**config.mk**
```make
export PLATFORM = sky130hd
export DESIGN_NAME = otter_mem_arbiter_flat
export DESIGN_NICKNAME = d
export VERILOG_FILES = /design/src/rtl/otter_mem_arbiter_pkg.sv /design/src/rtl/otter_mem_arbiter_if.sv /design/src/rtl/otter_mem_arb_pick.sv /design/src/rtl/otter_mem_arbiter.sv /design/src/flat_wrapper.sv
export SDC_FILE = /design/constraint.sdc
export NUM_CORES = 1
export LEC_CHECK = 0
export CAP_MARGIN = 40
export CORE_AREA = 2 2 113 115
export DETAILED_ROUTE_END_ITERATION = 16
export DIE_AREA = 0 0 115 117
export GPL_TIMING_DRIVEN = 0
export PLACE_DENSITY = 0.59
export SLEW_MARGIN = 40
export SYNTH_ARGS = -nofsm -noshare
export SYNTH_HDL_FRONTEND = slang
export SYNTH_HIERARCHICAL = 1
export SYNTH_SLANG_ARGS = --single-unit
```
**constraint.sdc**
```tcl
create_clock -name clk -period 4.9 [get_ports clk]
set_input_delay 0.49 -clock clk [delete_from_list [all_inputs] [get_ports clk]]
set_output_delay 0.49 -clock clk [all_outputs]
set_load 0.05 [all_outputs]
```
**src/rtl/otter_mem_arbiter_pkg.sv**
```systemverilog
// Shared types and widths for the otter_mcu fetch/data memory arbiter.
package otter_mem_pkg;

    localparam int STRB_W = 4;
    localparam int DATA_W = 32;

    typedef enum logic [1:0] {
        NONE,
        FETCH,
        DATA_RD,
        DATA_WR
    } resp_owner_t;

    typedef enum logic [1:0] {
        SEL_NONE,
        SEL_I,
        SEL_D
    } port_sel_t;

endpackage

```
**src/rtl/otter_mem_arbiter_if.sv**
```systemverilog
// Fetch port, data port and unified memory port bundled for the arbiter.
interface otter_mem_arbiter_if #(
    parameter int ADDR_W = 32
);
    import otter_mem_pkg::*;

    logic              i_req;
    logic [ADDR_W-1:0] i_addr;
    logic              i_gnt;
    logic              i_rvalid;
    logic [DATA_W-1:0] i_rdata;

    logic              d_req;
    logic              d_we;
    logic [STRB_W-1:0] d_strb;
    logic [ADDR_W-1:0] d_addr;
    logic [DATA_W-1:0] d_wdata;
    logic              d_gnt;
    logic              d_rvalid;
    logic [DATA_W-1:0] d_rdata;

    logic              mem_en;
    logic              mem_we;
    logic [STRB_W-1:0] mem_strb;
    logic [ADDR_W-1:0] mem_addr;
    logic [DATA_W-1:0] mem_wdata;
    logic [DATA_W-1:0] mem_rdata;

    // The arbiter's view: requests and memory read data come in.
    modport slave (
        input  i_req, i_addr, d_req, d_we, d_strb, d_addr, d_wdata, mem_rdata,
        output i_gnt, i_rvalid, i_rdata, d_gnt, d_rvalid, d_rdata,
        output mem_en, mem_we, mem_strb, mem_addr, mem_wdata
    );

    // The requesters' and memory's view.
    modport master (
        output i_req, i_addr, d_req, d_we, d_strb, d_addr, d_wdata, mem_rdata,
        input  i_gnt, i_rvalid, i_rdata, d_gnt, d_rvalid, d_rdata,
        input  mem_en, mem_we, mem_strb, mem_addr, mem_wdata
    );

endinterface

```
**src/rtl/otter_mem_arb_pick.sv**
```systemverilog
// Combinational winner selection between the fetch and data requesters.
module otter_mem_arb_pick
    import otter_mem_pkg::*;
#(
    parameter int DATA_PRIO = 1
) (
    input  logic      i_req,
    input  logic      d_req,
    input  logic      starved,
    input  port_sel_t last_gnt,
    output port_sel_t sel
);

    // On conflict: fixed data priority with a starvation escape, or round-robin.
    always_comb begin
        sel = SEL_NONE;
        if (i_req && d_req) begin
            if (DATA_PRIO != 0) begin
                sel = starved ? SEL_I : SEL_D;
            end else begin
                sel = (last_gnt == SEL_D) ? SEL_I : SEL_D;
            end
        end else if (i_req) begin
            sel = SEL_I;
        end else if (d_req) begin
            sel = SEL_D;
        end
    end

endmodule

```
**src/rtl/otter_mem_arbiter.sv**
```systemverilog
// Shares one 1-cycle-latency memory port between otter_mcu fetch and data ports.
module otter_mem_arbiter
    import otter_mem_pkg::*;
#(
    parameter int ADDR_W     = 32,
    parameter int DATA_PRIO  = 1,
    parameter int MAX_STARVE = 4
) (
    input  logic                clk,
    input  logic                rst,
    otter_mem_arbiter_if.slave  bus,
    output logic [15:0]         conflict_cnt
);

    port_sel_t         pick_sel;
    port_sel_t         sel;
    port_sel_t         last_gnt;
    resp_owner_t       resp_owner;
    logic [3:0]        starve_cnt;
    logic [ADDR_W-1:0] sel_addr;
    logic              conflict;

    assign conflict = bus.i_req && bus.d_req;

    otter_mem_arb_pick #(
        .DATA_PRIO (DATA_PRIO)
    ) u_pick (
        .i_req    (bus.i_req),
        .d_req    (bus.d_req),
        .starved  (starve_cnt == 4'(MAX_STARVE)),
        .last_gnt (last_gnt),
        .sel      (pick_sel)
    );

    // Reset suppresses every grant combinationally, not just from the next edge.
    assign sel = rst ? SEL_NONE : pick_sel;

    always_comb begin
        sel_addr = '0;
        case (sel)
            SEL_I:   sel_addr = bus.i_addr;
            SEL_D:   sel_addr = bus.d_addr;
            default: sel_addr = '0;
        endcase
    end

    assign bus.i_gnt     = (sel == SEL_I);
    assign bus.d_gnt     = (sel == SEL_D);
    assign bus.mem_en    = (sel != SEL_NONE);
    assign bus.mem_we    = (sel == SEL_D) && bus.d_we;
    assign bus.mem_strb  = ((sel == SEL_D) && bus.d_we) ? bus.d_strb : '0;
    assign bus.mem_addr  = sel_addr;
    assign bus.mem_wdata = (sel == SEL_D) ? bus.d_wdata : '0;

    always_ff @(posedge clk) begin
        if (rst) begin
            resp_owner   <= NONE;
            starve_cnt   <= '0;
            last_gnt     <= SEL_I;
            conflict_cnt <= '0;
        end else begin
            case (sel)
                SEL_I:   resp_owner <= FETCH;
                SEL_D:   resp_owner <= bus.d_we ? DATA_WR : DATA_RD;
                default: resp_owner <= NONE;
            endcase

            if (sel != SEL_NONE) begin
                last_gnt <= sel;
            end

            // Only a fetch that actually lost to data counts toward starvation.
            if (sel == SEL_I) begin
                starve_cnt <= '0;
            end else if (bus.i_req && sel == SEL_D) begin
                starve_cnt <= starve_cnt + 4'd1;
            end

            if (conflict && conflict_cnt != 16'hFFFF) begin
                conflict_cnt <= conflict_cnt + 16'd1;
            end
        end
    end

    // A response still in flight when reset arrives is dropped immediately.
    assign bus.i_rvalid = !rst && (resp_owner == FETCH);
    assign bus.d_rvalid = !rst && (resp_owner == DATA_RD || resp_owner == DATA_WR);
    assign bus.i_rdata  = bus.i_rvalid ? bus.mem_rdata : '0;
    assign bus.d_rdata  = (!rst && resp_owner == DATA_RD) ? bus.mem_rdata : '0;

endmodule

```
**src/flat_wrapper.sv**
```systemverilog
// flat-port wrapper written by rule: the top's interface ports become plain ports
module otter_mem_arbiter_flat import otter_mem_pkg::*;
#(
    parameter int ADDR_W     = 32,
    parameter int DATA_PRIO  = 1,
    parameter int MAX_STARVE = 4
)
  (clk, rst, conflict_cnt, bus_i_req, bus_i_addr, bus_d_req, bus_d_we, bus_d_strb, bus_d_addr, bus_d_wdata, bus_mem_rdata, bus_i_gnt, bus_i_rvalid, bus_i_rdata, bus_d_gnt, bus_d_rvalid, bus_d_rdata, bus_mem_en, bus_mem_we, bus_mem_strb, bus_mem_addr, bus_mem_wdata);
  otter_mem_arbiter_if #(.ADDR_W(ADDR_W)) bus_i ();
  input  logic clk;
  input  logic rst;
  output logic [15:0] conflict_cnt;
  input wire logic [$bits(bus_i.i_req)-1:0] bus_i_req;
  input wire logic [$bits(bus_i.i_addr)-1:0] bus_i_addr;
  input wire logic [$bits(bus_i.d_req)-1:0] bus_d_req;
  input wire logic [$bits(bus_i.d_we)-1:0] bus_d_we;
  input wire logic [$bits(bus_i.d_strb)-1:0] bus_d_strb;
  input wire logic [$bits(bus_i.d_addr)-1:0] bus_d_addr;
  input wire logic [$bits(bus_i.d_wdata)-1:0] bus_d_wdata;
  input wire logic [$bits(bus_i.mem_rdata)-1:0] bus_mem_rdata;
  output wire logic [$bits(bus_i.i_gnt)-1:0] bus_i_gnt;
  output wire logic [$bits(bus_i.i_rvalid)-1:0] bus_i_rvalid;
  output wire logic [$bits(bus_i.i_rdata)-1:0] bus_i_rdata;
  output wire logic [$bits(bus_i.d_gnt)-1:0] bus_d_gnt;
  output wire logic [$bits(bus_i.d_rvalid)-1:0] bus_d_rvalid;
  output wire logic [$bits(bus_i.d_rdata)-1:0] bus_d_rdata;
  output wire logic [$bits(bus_i.mem_en)-1:0] bus_mem_en;
  output wire logic [$bits(bus_i.mem_we)-1:0] bus_mem_we;
  output wire logic [$bits(bus_i.mem_strb)-1:0] bus_mem_strb;
  output wire logic [$bits(bus_i.mem_addr)-1:0] bus_mem_addr;
  output wire logic [$bits(bus_i.mem_wdata)-1:0] bus_mem_wdata;
  assign bus_i.i_req = bus_i_req;
  assign bus_i.i_addr = bus_i_addr;
  assign bus_i.d_req = bus_d_req;
  assign bus_i.d_we = bus_d_we;
  assign bus_i.d_strb = bus_d_strb;
  assign bus_i.d_addr = bus_d_addr;
  assign bus_i.d_wdata = bus_d_wdata;
  assign bus_i.mem_rdata = bus_mem_rdata;
  assign bus_i_gnt = bus_i.i_gnt;
  assign bus_i_rvalid = bus_i.i_rvalid;
  assign bus_i_rdata = bus_i.i_rdata;
  assign bus_d_gnt = bus_i.d_gnt;
  assign bus_d_rvalid = bus_i.d_rvalid;
  assign bus_d_rdata = bus_i.d_rdata;
  assign bus_mem_en = bus_i.mem_en;
  assign bus_mem_we = bus_i.mem_we;
  assign bus_mem_strb = bus_i.mem_strb;
  assign bus_mem_addr = bus_i.mem_addr;
  assign bus_mem_wdata = bus_i.mem_wdata;
  otter_mem_arbiter #(.ADDR_W(ADDR_W), .DATA_PRIO(DATA_PRIO), .MAX_STARVE(MAX_STARVE)) u_core (.clk(clk), .rst(rst), .bus(bus_i), .conflict_cnt(conflict_cnt));
endmodule
```
==> results <==
power breakdown:
group	leakage [nW]	internal [mW]	switching, mW	total, mW
Combinational	1.76	0.174	0.177	0.351
Clock	0.0511	0.162	0.0684	0.231
Sequential	0.178	0.181	0.00186	0.183
Total	1.99	0.517	0.248	0.765
flip-flops by register name, summed over array words and instances (netlist names):
name,flops
u_core/conflict_cnt,16
u_core/starve_cnt,4
u_core/resp_owner,2
final cells by class:
cell class / instances / area share, %
sequential: 22 / 7.92
timing repair buffer: 290 / 52.2
clock inverter: 1 / 0.540
multi-input combinational: 269 / 32.2
tap: 150 / 3.38
clock buffer: 3 / 1.35
inverter: 8 / 0.540
buffer: 25 / 1.82
critical path, stage by stage:
cell and delay (ns):
sky130_fd_sc_hd__clkdlybuf4s50_1 0.62, sky130_fd_sc_hd__a21boi_1 0.21, sky130_fd_sc_hd__nand2b_1 0.13, sky130_fd_sc_hd__inv_1 0.08
sky130_fd_sc_hd__ha_1 0.15, sky130_fd_sc_hd__clkbuf_1 0.36, sky130_fd_sc_hd__clkbuf_1 0.45, sky130_fd_sc_hd__a22oi_1 0.14
sky130_fd_sc_hd__nor2b_1 0.20, sky130_fd_sc_hd__clkdlybuf4s50_1 0.84
per-stage QoR:
stage | power [mW] | cells | hold WS, ns | instance area (um2)
2_1_floorplan | 0.354 | 324 | 0.507 | 2360
3_3_place_gp | 0.537 | 764 | 0.493 | 5460
3_5_place_dp | 0.539 | 764 | 0.503 | 5460
4_1_cts | 0.770 | 768 | 0.512 | 5560
5_1_grt | 0.796 | 768 | 0.547 | 5560
6_report | 0.765 | 768 | 0.516 | 5560
final timing paths:
check / start / end / slack (ns)
max reg2reg: u_core/starve_cnt[0] / u_core/resp_owner[0] / 2.48
min reg2reg: u_core/conflict_cnt[7] / u_core/conflict_cnt[7] / 0.52
max: bus_i_req / bus_mem_addr[30] / 0.72
min: u_core/conflict_cnt[7] / u_core/conflict_cnt[7] / 0.52
layer usage:
metal	GRT usage, %	part of all wire (%)	vias up
met2	30.4	53	173
met4	2.73	0.91	0
met3	3.71	8.8	8
met1	18.0	37	1481
met5	0	0	-
li1	-	-	1701
==> impl_metrics.sql <==
INSERT INTO impl_metrics (metric_group, metric, value, unit) VALUES
('place', 'preCtsSetupSlack', '0.765', 'ns'),
('cts', 'tritoncts', 'built', ''),
('sta', 'finalSetupViolCount', '0', ''),
('sta', 'worstMarginPinSlew', '0.647', 'ns'),
('critical_path', 'cp_endpoint_kind', 'output port', ''),
('routing', 'drt_drc_violations_left', '0', ''),
('cts', 'clock_sink_count', '22', ''),
('cells_and_area', 'areaGrowthSynthToFinish', '135', '%'),
('global_routing', 'wire_length_of_the_first_global_routing_pass', '16900', 'um'),
('die', 'placementRows', '41', ''),
('cells_and_area', 'final_util', '45.2', '%'),
('die', 'design.portCount', '291', ''),
('pwr', 'vdd_drop_max', '0.0930', 'mV'),
('cells_and_area', 'nets', '763', ''),
('critical_path', 'worstSetupPathType', 'input port to output port', ''),
('die', 'core_area', '12300', 'um2'),
('yosys', 'mappedNetlistArea', '2360', 'um2'),
('critical_path', 'cp_data_required_time', '4.41', 'ns'),
('pwr', 'total_leakage_power', '1.99', 'nW'),
('sta', 'clock-skew-final', '0.00260', 'ns'),
('critical_path', 'critical_path_arrival', '3.69', 'ns'),
('cts', 'cts_buffer_depth', '2', ''),
('routing', 'drtIter0Drc', '104', ''),
('cts', 'cts_made_buffers', '3', ''),
('routing', 'drt_first_pass_iters', '4', ''),
('sta', 'timing.setup.tns', '0', 'ns'),
('routing', 'num_vias', '3363', ''),
('place', 'numPortBuffers', '290', ''),
('cts', 'root_buffer', 'sky130_fd_sc_hd__clkbuf_16', ''),
('routing', 'via_per_inst', '4.38', ''),
('global_routing', 'groute.usage.overall', '15.8', '%'),
('cells_and_area', 'multi_input_area', '1790', 'um2'),
('cts', 'clock_pin_slew_on_the_worst_setup_and_hold_paths', '0.06', 'ns'),
('die', 'dieArea', '13500', 'um2'),
('place', 'gp_congestion', '0.730', ''),
('routing', 'drt_wl_total', '12100', 'um'),
('cells_and_area', 'nFillCells', '1244', ''),
('yosys', 'avgSynthCellArea', '7.30', 'um2'),
('cts', 'postCtsSetupRepairBufs', '0', ''),
('yosys', 'syn-instance-count', '324', ''),
('hold_path', 'min_path_cells', '2', ''),
('routing', 'antenna_left', '0', ''),
('sta', 'period_share', '85.2', '%'),
('yosys', 'yosys_warnings', '6', ''),
('cells_and_area', 'drive_gt1_share', '1.62', '%'),
('global_routing', 'globalRouteOverflowTotal', '0', ''),
('sta', 'fmax', '0.240', 'GHz'),
('sta', 'worst_slack_setup_final', '0.725', 'ns'),
('critical_path', 'timing.reg2reg.worst_path_depth', '12', ''),
('sta', 'finalHoldViolCount', '0', ''),
('die', 'initial_core_util', '19.2', '%'),
('cells_and_area', 'layout.cells.most_common_list', '290 x sky130_fd_sc_hd__clkdlybuf4s50_1, 99 x sky130_fd_sc_hd__and2_1, 37 x sky130_fd_sc_hd__nor2b_1', ''),
('global_routing', 'grt_start_max_net_pins', '14', ''),
('cts', 'clock_insertion_delay_worst_skew', '0.26', 'ns'),
('cts', 'cts.repair.resized', '0', ''),
('critical_path', 'worst_setup_path_start_kind', 'input port', ''),
('outcome', 'run_status', 'complete, no violations', ''),
('hold_path', 'hp-class', 'flip-flop to flip-flop', ''),
('routing', 'detail_route.wl_per_cell', '15.7', 'um'),
('cts', 'cts.hold.buffers_added', '0', ''),
('yosys', 'mappedNetlistNets', '468', ''),
('cells_and_area', 'antenna-diode-count', '0', ''),
('critical_path', 'worstPathMaxFanout', '10', ''),
('die', 'floorplan.die.width', '115', 'um'),
('cts', 'htreeDepth', '1', ''),
('sta', 'rsz0062_at_grt', 'false', ''),
('pwr', 'power_density', '138', 'nW/um2'),
('cells_and_area', 'layout_commonest_cell', 'sky130_fd_sc_hd__clkdlybuf4s50_1', ''),
('global_routing', 'grt_pass1_vias', '3161', ''),
('global_routing', 'grt_antenna_before_repair', '0', ''),
('cells_and_area', 'layout.area.seq', '440', 'um2'),
('sta', 'final-max-slew-violation-count', '0', ''),
('job', 'max_capacitance_violation_total', '0', ''),
('place', 'post-dp-hpwl', '10400', 'um'),
('sta', 'max_slew_margin', '56.8', '%'),
('sta', 'layout_min_cycle_time', '4.18', 'ns'),
('die', 'die_h', '117', 'um');
No activity file was read; power rests on OpenSTA's default activity.
